--- config.mk ---
export PLATFORM = sky130hd
export DESIGN_NAME = rs_enc_gf16
export DESIGN_NICKNAME = d
export VERILOG_FILES = /design/src/rtl/rs_gf16_pkg.sv /design/src/rtl/gf16mul_enc.sv /design/src/rtl/rs_enc_gf16.sv
export SDC_FILE = /design/constraint.sdc
export NUM_CORES = 1
export LEC_CHECK = 0
export CAP_MARGIN = 5
export CORE_MARGIN = 2
export CORE_UTILIZATION = 40
export CTS_CLUSTER_DIAMETER = 50
export DETAILED_ROUTE_END_ITERATION = 6
export GPL_TIMING_DRIVEN = 1
export SETUP_SLACK_MARGIN = 0.4
export SYNTH_ARGS = -nofsm -noshare
export SYNTH_HDL_FRONTEND = slang
export SYNTH_SLANG_ARGS = --single-unit
--- constraint.sdc ---
create_clock -name clk -period 2.12 [get_ports clk]
set_input_delay 0.424 -clock clk [delete_from_list [all_inputs] [get_ports clk]]
set_output_delay 0.424 -clock clk [all_outputs]
set_load 0.01 [all_outputs]
--- src/rtl/rs_gf16_pkg.sv ---
// Shared definitions for the GF(16) Reed-Solomon encoder.
// - Field polynomial x^4 + x + 1 (primitive element alpha = 2).
// - Generator coefficients g0..g3 of g(x) = x^4 + 13x^3 + 12x^2 + 8x + 7.
// - Encoder FSM state encoding.
// - gf16_mul: constant-free GF(16) multiply used by the multiplier cell.
package rs_gf16_pkg;

    localparam logic [4:0] GF_POLY = 5'b10011;
    localparam int         N       = 15;
    localparam int         K       = 11;

    // Index i holds the coefficient of x^i in g(x).
    localparam logic [3:0] G_COEF [0:3] = '{4'd7, 4'd8, 4'd12, 4'd13};

    typedef enum logic [1:0] {
        ST_IDLE = 2'd0,
        ST_MSG  = 2'd1,
        ST_PAR  = 2'd2
    } enc_state_e;

    // Shift-and-add multiply; the reduction folds x^4 back as x + 1.
    function automatic logic [3:0] gf16_mul(input logic [3:0] a, input logic [3:0] b);
        logic [3:0] acc;
        logic [3:0] sh;
        acc = 4'd0;
        sh  = a;
        for (int i = 0; i < 4; i++) begin
            if (b[i]) begin
                acc = acc ^ sh;
            end else begin
                acc = acc;
            end
            sh = {sh[2:0], 1'b0} ^ (sh[3] ? GF_POLY[3:0] : 4'd0);
        end
        return acc;
    endfunction

endpackage

--- src/rtl/gf16mul_enc.sv ---
// Combinational GF(16) multiplier p = a * b.
// Ports:
// - a_i : 4-bit operand
// - b_i : 4-bit operand (tied to a generator coefficient by the encoder)
// - p_o : 4-bit product
module gf16mul_enc
    import rs_gf16_pkg::*;
(
    input  logic [3:0] a_i,
    input  logic [3:0] b_i,
    output logic [3:0] p_o
);

    assign p_o = gf16_mul(a_i, b_i);

endmodule

--- src/rtl/rs_enc_gf16.sv ---
// Systematic RS(15,11) encoder over GF(16), t = 2; shortened via MSG_LEN.
// Message symbols are passed through with one cycle of latency, followed by
// four parity symbols (highest-degree first) taken from the division LFSR.
// Ports:
// - clk, rst_n           : clock, asynchronous active-low reset
// - din, din_sop         : message symbol and start-of-message flag
// - din_valid, din_ready : input handshake
// - dout, dout_sop       : codeword symbol and first-symbol flag
// - dout_eop, dout_par   : last-parity flag, parity-symbol flag
// - dout_valid, dout_ready : output handshake (single registered slot)
// - err_abort            : one-cycle pulse when a word is restarted early
module rs_enc_gf16
    import rs_gf16_pkg::*;
#(
    parameter int MSG_LEN = 11,
    parameter int PAR_LEN = 4
) (
    input  logic       clk,
    input  logic       rst_n,
    input  logic [3:0] din,
    input  logic       din_sop,
    input  logic       din_valid,
    output logic       din_ready,
    output logic [3:0] dout,
    output logic       dout_sop,
    output logic       dout_eop,
    output logic       dout_par,
    output logic       dout_valid,
    input  logic       dout_ready,
    output logic       err_abort
);

    if (PAR_LEN != 4) begin : g_par_len_chk
        $error("rs_enc_gf16: PAR_LEN must be 4");
    end
    if ((MSG_LEN < 1) || (MSG_LEN > K)) begin : g_msg_len_chk
        $error("rs_enc_gf16: MSG_LEN must be 1..11");
    end

    localparam logic [3:0] LAST_MSG = 4'(MSG_LEN);

    enc_state_e state_q, state_d;
    logic [3:0] sym_cnt_q, sym_cnt_d;
    logic [1:0] par_cnt_q, par_cnt_d;
    logic [3:0] r_q [0:3];
    logic [3:0] r_d [0:3];
    logic [3:0] dout_q, dout_d;
    logic       dout_sop_q, dout_sop_d;
    logic       dout_eop_q, dout_eop_d;
    logic       dout_par_q, dout_par_d;
    logic       dout_valid_q, dout_valid_d;
    logic       err_abort_q, err_abort_d;

    logic       slot_free_s;
    logic       din_ready_s;
    logic       acc_s;
    logic [3:0] fb_s;
    logic [3:0] fbg_s [0:3];
    logic [3:0] r_upd_s [0:3];
    logic [3:0] cnt_nxt_s;

    assign slot_free_s = !dout_valid_q | dout_ready;
    assign din_ready_s = (state_q != ST_PAR) & slot_free_s;
    assign acc_s       = din_valid & din_ready_s;

    // A start-of-message symbol sees an all-zero remainder, which reseeds the LFSR.
    assign fb_s = din ^ (din_sop ? 4'd0 : r_q[3]);

    for (genvar gi = 0; gi < 4; gi++) begin : g_mul
        gf16mul_enc u_mul (
            .a_i (fb_s),
            .b_i (G_COEF[gi]),
            .p_o (fbg_s[gi])
        );
    end

    assign r_upd_s[3] = (din_sop ? 4'd0 : r_q[2]) ^ fbg_s[3];
    assign r_upd_s[2] = (din_sop ? 4'd0 : r_q[1]) ^ fbg_s[2];
    assign r_upd_s[1] = (din_sop ? 4'd0 : r_q[0]) ^ fbg_s[1];
    assign r_upd_s[0] = fbg_s[0];

    assign cnt_nxt_s = din_sop ? 4'd1 : (sym_cnt_q + 4'd1);

    // Next-state logic for FSM, counters, LFSR and the output slot.
    always_comb begin
        state_d      = state_q;
        sym_cnt_d    = sym_cnt_q;
        par_cnt_d    = par_cnt_q;
        r_d          = r_q;
        dout_d       = dout_q;
        dout_sop_d   = dout_sop_q;
        dout_eop_d   = dout_eop_q;
        dout_par_d   = dout_par_q;
        err_abort_d  = 1'b0;
        if (slot_free_s) begin
            dout_valid_d = 1'b0;
        end else begin
            dout_valid_d = dout_valid_q;
        end

        case (state_q)
            ST_IDLE, ST_MSG: begin
                // In IDLE only a start-of-message symbol is used; others are dropped.
                if (acc_s && (din_sop || (state_q == ST_MSG))) begin
                    dout_d       = din;
                    dout_sop_d   = din_sop;
                    dout_eop_d   = 1'b0;
                    dout_par_d   = 1'b0;
                    dout_valid_d = 1'b1;
                    r_d          = r_upd_s;
                    sym_cnt_d    = cnt_nxt_s;
                    err_abort_d  = din_sop && (state_q == ST_MSG);
                    if (cnt_nxt_s == LAST_MSG) begin
                        state_d = ST_PAR;
                    end else begin
                        state_d = ST_MSG;
                    end
                end else begin
                    state_d = state_q;
                end
            end
            ST_PAR: begin
                if (slot_free_s) begin
                    dout_d       = r_q[3];
                    dout_sop_d   = 1'b0;
                    dout_par_d   = 1'b1;
                    dout_eop_d   = (par_cnt_q == 2'd3);
                    dout_valid_d = 1'b1;
                    r_d[3]       = r_q[2];
                    r_d[2]       = r_q[1];
                    r_d[1]       = r_q[0];
                    r_d[0]       = 4'd0;
                    if (par_cnt_q == 2'd3) begin
                        state_d   = ST_IDLE;
                        par_cnt_d = 2'd0;
                        sym_cnt_d = 4'd0;
                    end else begin
                        par_cnt_d = par_cnt_q + 2'd1;
                    end
                end else begin
                    state_d = ST_PAR;
                end
            end
            default: begin
                state_d = ST_IDLE;
            end
        endcase
    end

    // State, LFSR and output registers with asynchronous reset.
    always_ff @(posedge clk or negedge rst_n) begin
        if (!rst_n) begin
            state_q      <= ST_IDLE;
            sym_cnt_q    <= 4'd0;
            par_cnt_q    <= 2'd0;
            r_q          <= '{default: 4'd0};
            dout_q       <= 4'd0;
            dout_sop_q   <= 1'b0;
            dout_eop_q   <= 1'b0;
            dout_par_q   <= 1'b0;
            dout_valid_q <= 1'b0;
            err_abort_q  <= 1'b0;
        end else begin
            state_q      <= state_d;
            sym_cnt_q    <= sym_cnt_d;
            par_cnt_q    <= par_cnt_d;
            r_q          <= r_d;
            dout_q       <= dout_d;
            dout_sop_q   <= dout_sop_d;
            dout_eop_q   <= dout_eop_d;
            dout_par_q   <= dout_par_d;
            dout_valid_q <= dout_valid_d;
            err_abort_q  <= err_abort_d;
        end
    end

    assign din_ready  = din_ready_s;
    assign dout       = dout_q;
    assign dout_sop   = dout_sop_q;
    assign dout_eop   = dout_eop_q;
    assign dout_par   = dout_par_q;
    assign dout_valid = dout_valid_q;
    assign err_abort  = err_abort_q;

endmodule

==> results_dict.tcl <==
set metrics [dict create \
    rr_startpoint "state_q[1]" \
    cts-root-buf "clkbuf_8" \
    synth-edff-count 0 \
    dieArea_mm2 0.00570 \
    finalSetupViolCount 0 \
    endpoint_kind "flip-flop" \
    worstPathMaxFanout 7 \
    tightestPinTransition_ps 435 \
    slew_headroom_pct 71.0 \
    cts_tree "yes" \
    crit_chain "clkdlybuf4s50_1, nand2b_4, o21ai_1, or2_4, bufbuf_16, o221a_2" \
    crit_family "buffers and inverters" \
    hold-path-endpoint "dout[0]" \
    nets 297 \
    synth_async_sr_flop_share_pct 100 \
    vias 1821 \
    min_period_ps 1740 \
    yosys.area.top_type_share_pct 40.4 \
    ctsLongestPathBuffers 2 \
    synth-seq-cells 33 \
    hpwlAfterDp_mm 3.38 \
    fp.dieH_um 75.5 \
    synthDistinctLibCells 39 \
    max-vdd-ir-drop_mv 0.391 \
    hp-start "dout[0]" \
    r2r-end "sym_cnt_q[0]" \
    powerDensity_mw_per_mm2 1090 \
    hold_buffers 0 \
    worst-setup-path-type "in -> reg" \
    fmax_ghz 0.575 \
    synth-warning-count 0 \
    crit_path_top_delay_cell "clkdlybuf4s50_1" \
    dieWidth_um 75.5 \
    layout-drive-gt1-share_pct 29.4 \
    yosys.area.top_type "dfrtp_1" \
    postSynthAreaPerCell_um2 8.89 \
    finalClockSkew_ps 8.28 \
    layout_worst_path_cycle_share_pct 82.0 \
    pin_count 19 \
    final_util_pct 56.8 \
    diodes 0 \
    wl_met2_mm 2.38 \
    drt-total-wl_mm 4.96 \
    grt_max_degree 34 \
    antenna_found_initial 0 \
    port_buffers 18 \
    wl_met1_mm 2.40 \
    final-hold-violation-count 0 \
    postLayoutCellArea_mm2 0.00284 \
    wl_met3_um 95 \
    routedWlPerCell_um 13.9 \
    fp-row-count 26 \
    place_area_mm2 0.00254 \
    r2r_slack_ps 460 \
    gr-total-overflow 0 \
    core_mm2 0.00501 \
    drc 0 \
    numCtsBuffers 5 \
    cts.sinks 33 \
    hold_depth 2 \
    p_leak_nw 1.31 \
    startpoint_type "primary input" \
    synth_fp_nets 241 \
    grt_pass1_wl_mm 7.76 \
    drv_slew 0 \
    synthFlopType "dfrtp_1" \
    cp.arrival_ps 1910 \
    outcome "complete, no violations" \
    seq_area_frac_synth_pct 40.4 \
    h-tree-depth 2 \
    ys_top_cells_by_area "dfrtp_1 (40%), xnor2_1 (6.9%), nand2_1 (5.3%), o21ai_0 (4.9%), a21oi_1 (4.4%)" \
    synth_area_mm2 0.00204 \
    cp_num_buf_inv 2 \
    worstSkewPairLatency_ps 290 \
    hp-class "reg -> reg" \
    drt-pass1-iter-count 4 \
    top_layer_used "met4" \
    critical-path-max-stage-delay_ps 480 \
    required_ps 2290 \
    detail-route-antenna-nets 0 \
    max_cap_viol_count 0 \
    place_congestion 0.785 \
    syn_inst 230 \
    start_util_pct 40.8 \
    ff2ff_path_depth 5 \
    syn_to_final_growth_pct 39.1 \
    vias_per_cell 5.12 \
    drt_iter0_markers 61 \
    path_clk_slew_ps 70 \
    rsz0062_at_grt "yes" \
    grtUsageTotal_pct 18.2 \
    grt_pass1_vias 1661 \
]
-- sequential cells by signal (all words and copies together), names as in the netlist --
| register | flops |
|---|---|
| dout_eop | 1 |
| sym_cnt_q | 4 |
| dout_par | 1 |
| par_cnt_q | 2 |
| err_abort | 1 |
| dout_sop | 1 |
| dout_valid | 1 |
| state_q | 2 |
| r_q | 16 |
| dout | 4 |
-- worst register-to-register path, stage by stage, from the launching register on --
cell	delay (ps)
dfrtp_1	420
inv_1	190
o21ai_1	130
or2_4	300
bufbuf_16	280
o221a_2	220
-- repair_timing --
item	4_1_cts	5_1_grt
pin swaps	8	8
gates cloned	1	1
endpoints found under the setup margin	27	24
endpoints found under the hold margin	0	0
setup buffers	4	3
gates resized for setup	19	22
-- power by group --
part / switching [W] / leakage, nW / internal (W) / total, W
Clock: 0.000234 / 0.0540 / 0.000341 / 0.000575
Sequential: 0.000210 / 0.406 / 0.000821 / 0.00103
Combinational: 0.000660 / 0.853 / 0.000847 / 0.00151
Total: 0.00110 / 1.31 / 0.00201 / 0.00311
-- kinds of logic after synthesis --
kind of cell | count (synthesis) | share of synthesized area (%)
buffers and inverters | 19 | 3.67
AOI/OAI and AO/OA | 64 | 18.8
DFF | 33 | 40.4
muxes | 10 | 5.14
adders and majority gates | 2 | 1.22
xor gates and xnor gates | 23 | 12.8
and+or+nand+nor | 79 | 18.0
-- per-stage QoR --
stage	hold slack, ps	setup TNS [ps]	total power, W	setup slack [ps]	cells
floorplan	128	0	0.00186	420	230
global placement	464	-794	0.00227	-142	340
detailed placement	469	-1160	0.00230	-200	340
CTS	484	0	0.00303	403	352
global route	496	0	0.00333	287	356
finish	478	0	0.00311	381	356
-- layout by cell type (no fill, tap or decap), types with 6 or more instances in the layout --
| cell type | Yosys | final |
|---|---|---|
| buf_4 | 0 | 40 |
| dfrtp_1 | 33 | 29 |
| nand2_1 | 29 | 28 |
| nor2_1 | 24 | 22 |
| a21oi_1 | 18 | 18 |
| o21ai_0 | 20 | 16 |
| xnor2_1 | 16 | 13 |
| clkdlybuf4s50_1 | 0 | 11 |
| o21ai_1 | 3 | 7 |
| mux2i_1 | 6 | 6 |
-- routing by layer --
metal / vias to the layer above / track usage, %
met5: - / 0
met4: 0 / 7.02
met3: 8 / 4.10
met2: 17 / 28.4
met1: 880 / 24.7
li1: 916 / -
-- synthesized netlist by cell type, drive strengths merged, types with 2 or more instances --
cell type / number
a21o: 3
buf: 3
nand4: 2
a21oi: 18
a221oi: 2
o21ai: 23
nor2: 24
nor3: 5
o31ai: 4
dfrtp: 33
xor2: 3
mux2i: 6
a22o: 3
nand2: 29
nor2b: 5
o22ai: 5
xnor2: 19
nand3: 5
mux2: 4
inv: 5
ha: 2
clkbuf: 11
nor3b: 5
-- worst max-delay path by stage --
| stage | depth (start not counted) | startpoint | to |
|---|---|---|---|
| finish | 6 | dout_ready | sym_cnt_q[0] |
| global route | 9 | r_q[0] | r_q[11] |
| CTS | 6 | din_valid | sym_cnt_q[0] |
| detailed placement | 6 | din_sop | r_q[0] |
| global placement | 6 | din_sop | r_q[0] |
| floorplan | 5 | r_q[0] | r_q[0] |
-- cell type report --
cell class	instances	area, µm²
Clock buffer	5	68.8
Clock inverter	2	35.0
Fill cell	481	2170
Inverter	5	18.8
Multi-Input combinational cell	178	1240
Sequential cell	33	831
Tap cell	70	87.6
Timing Repair Buffer	63	567
(Power assumes the default switching activity.)
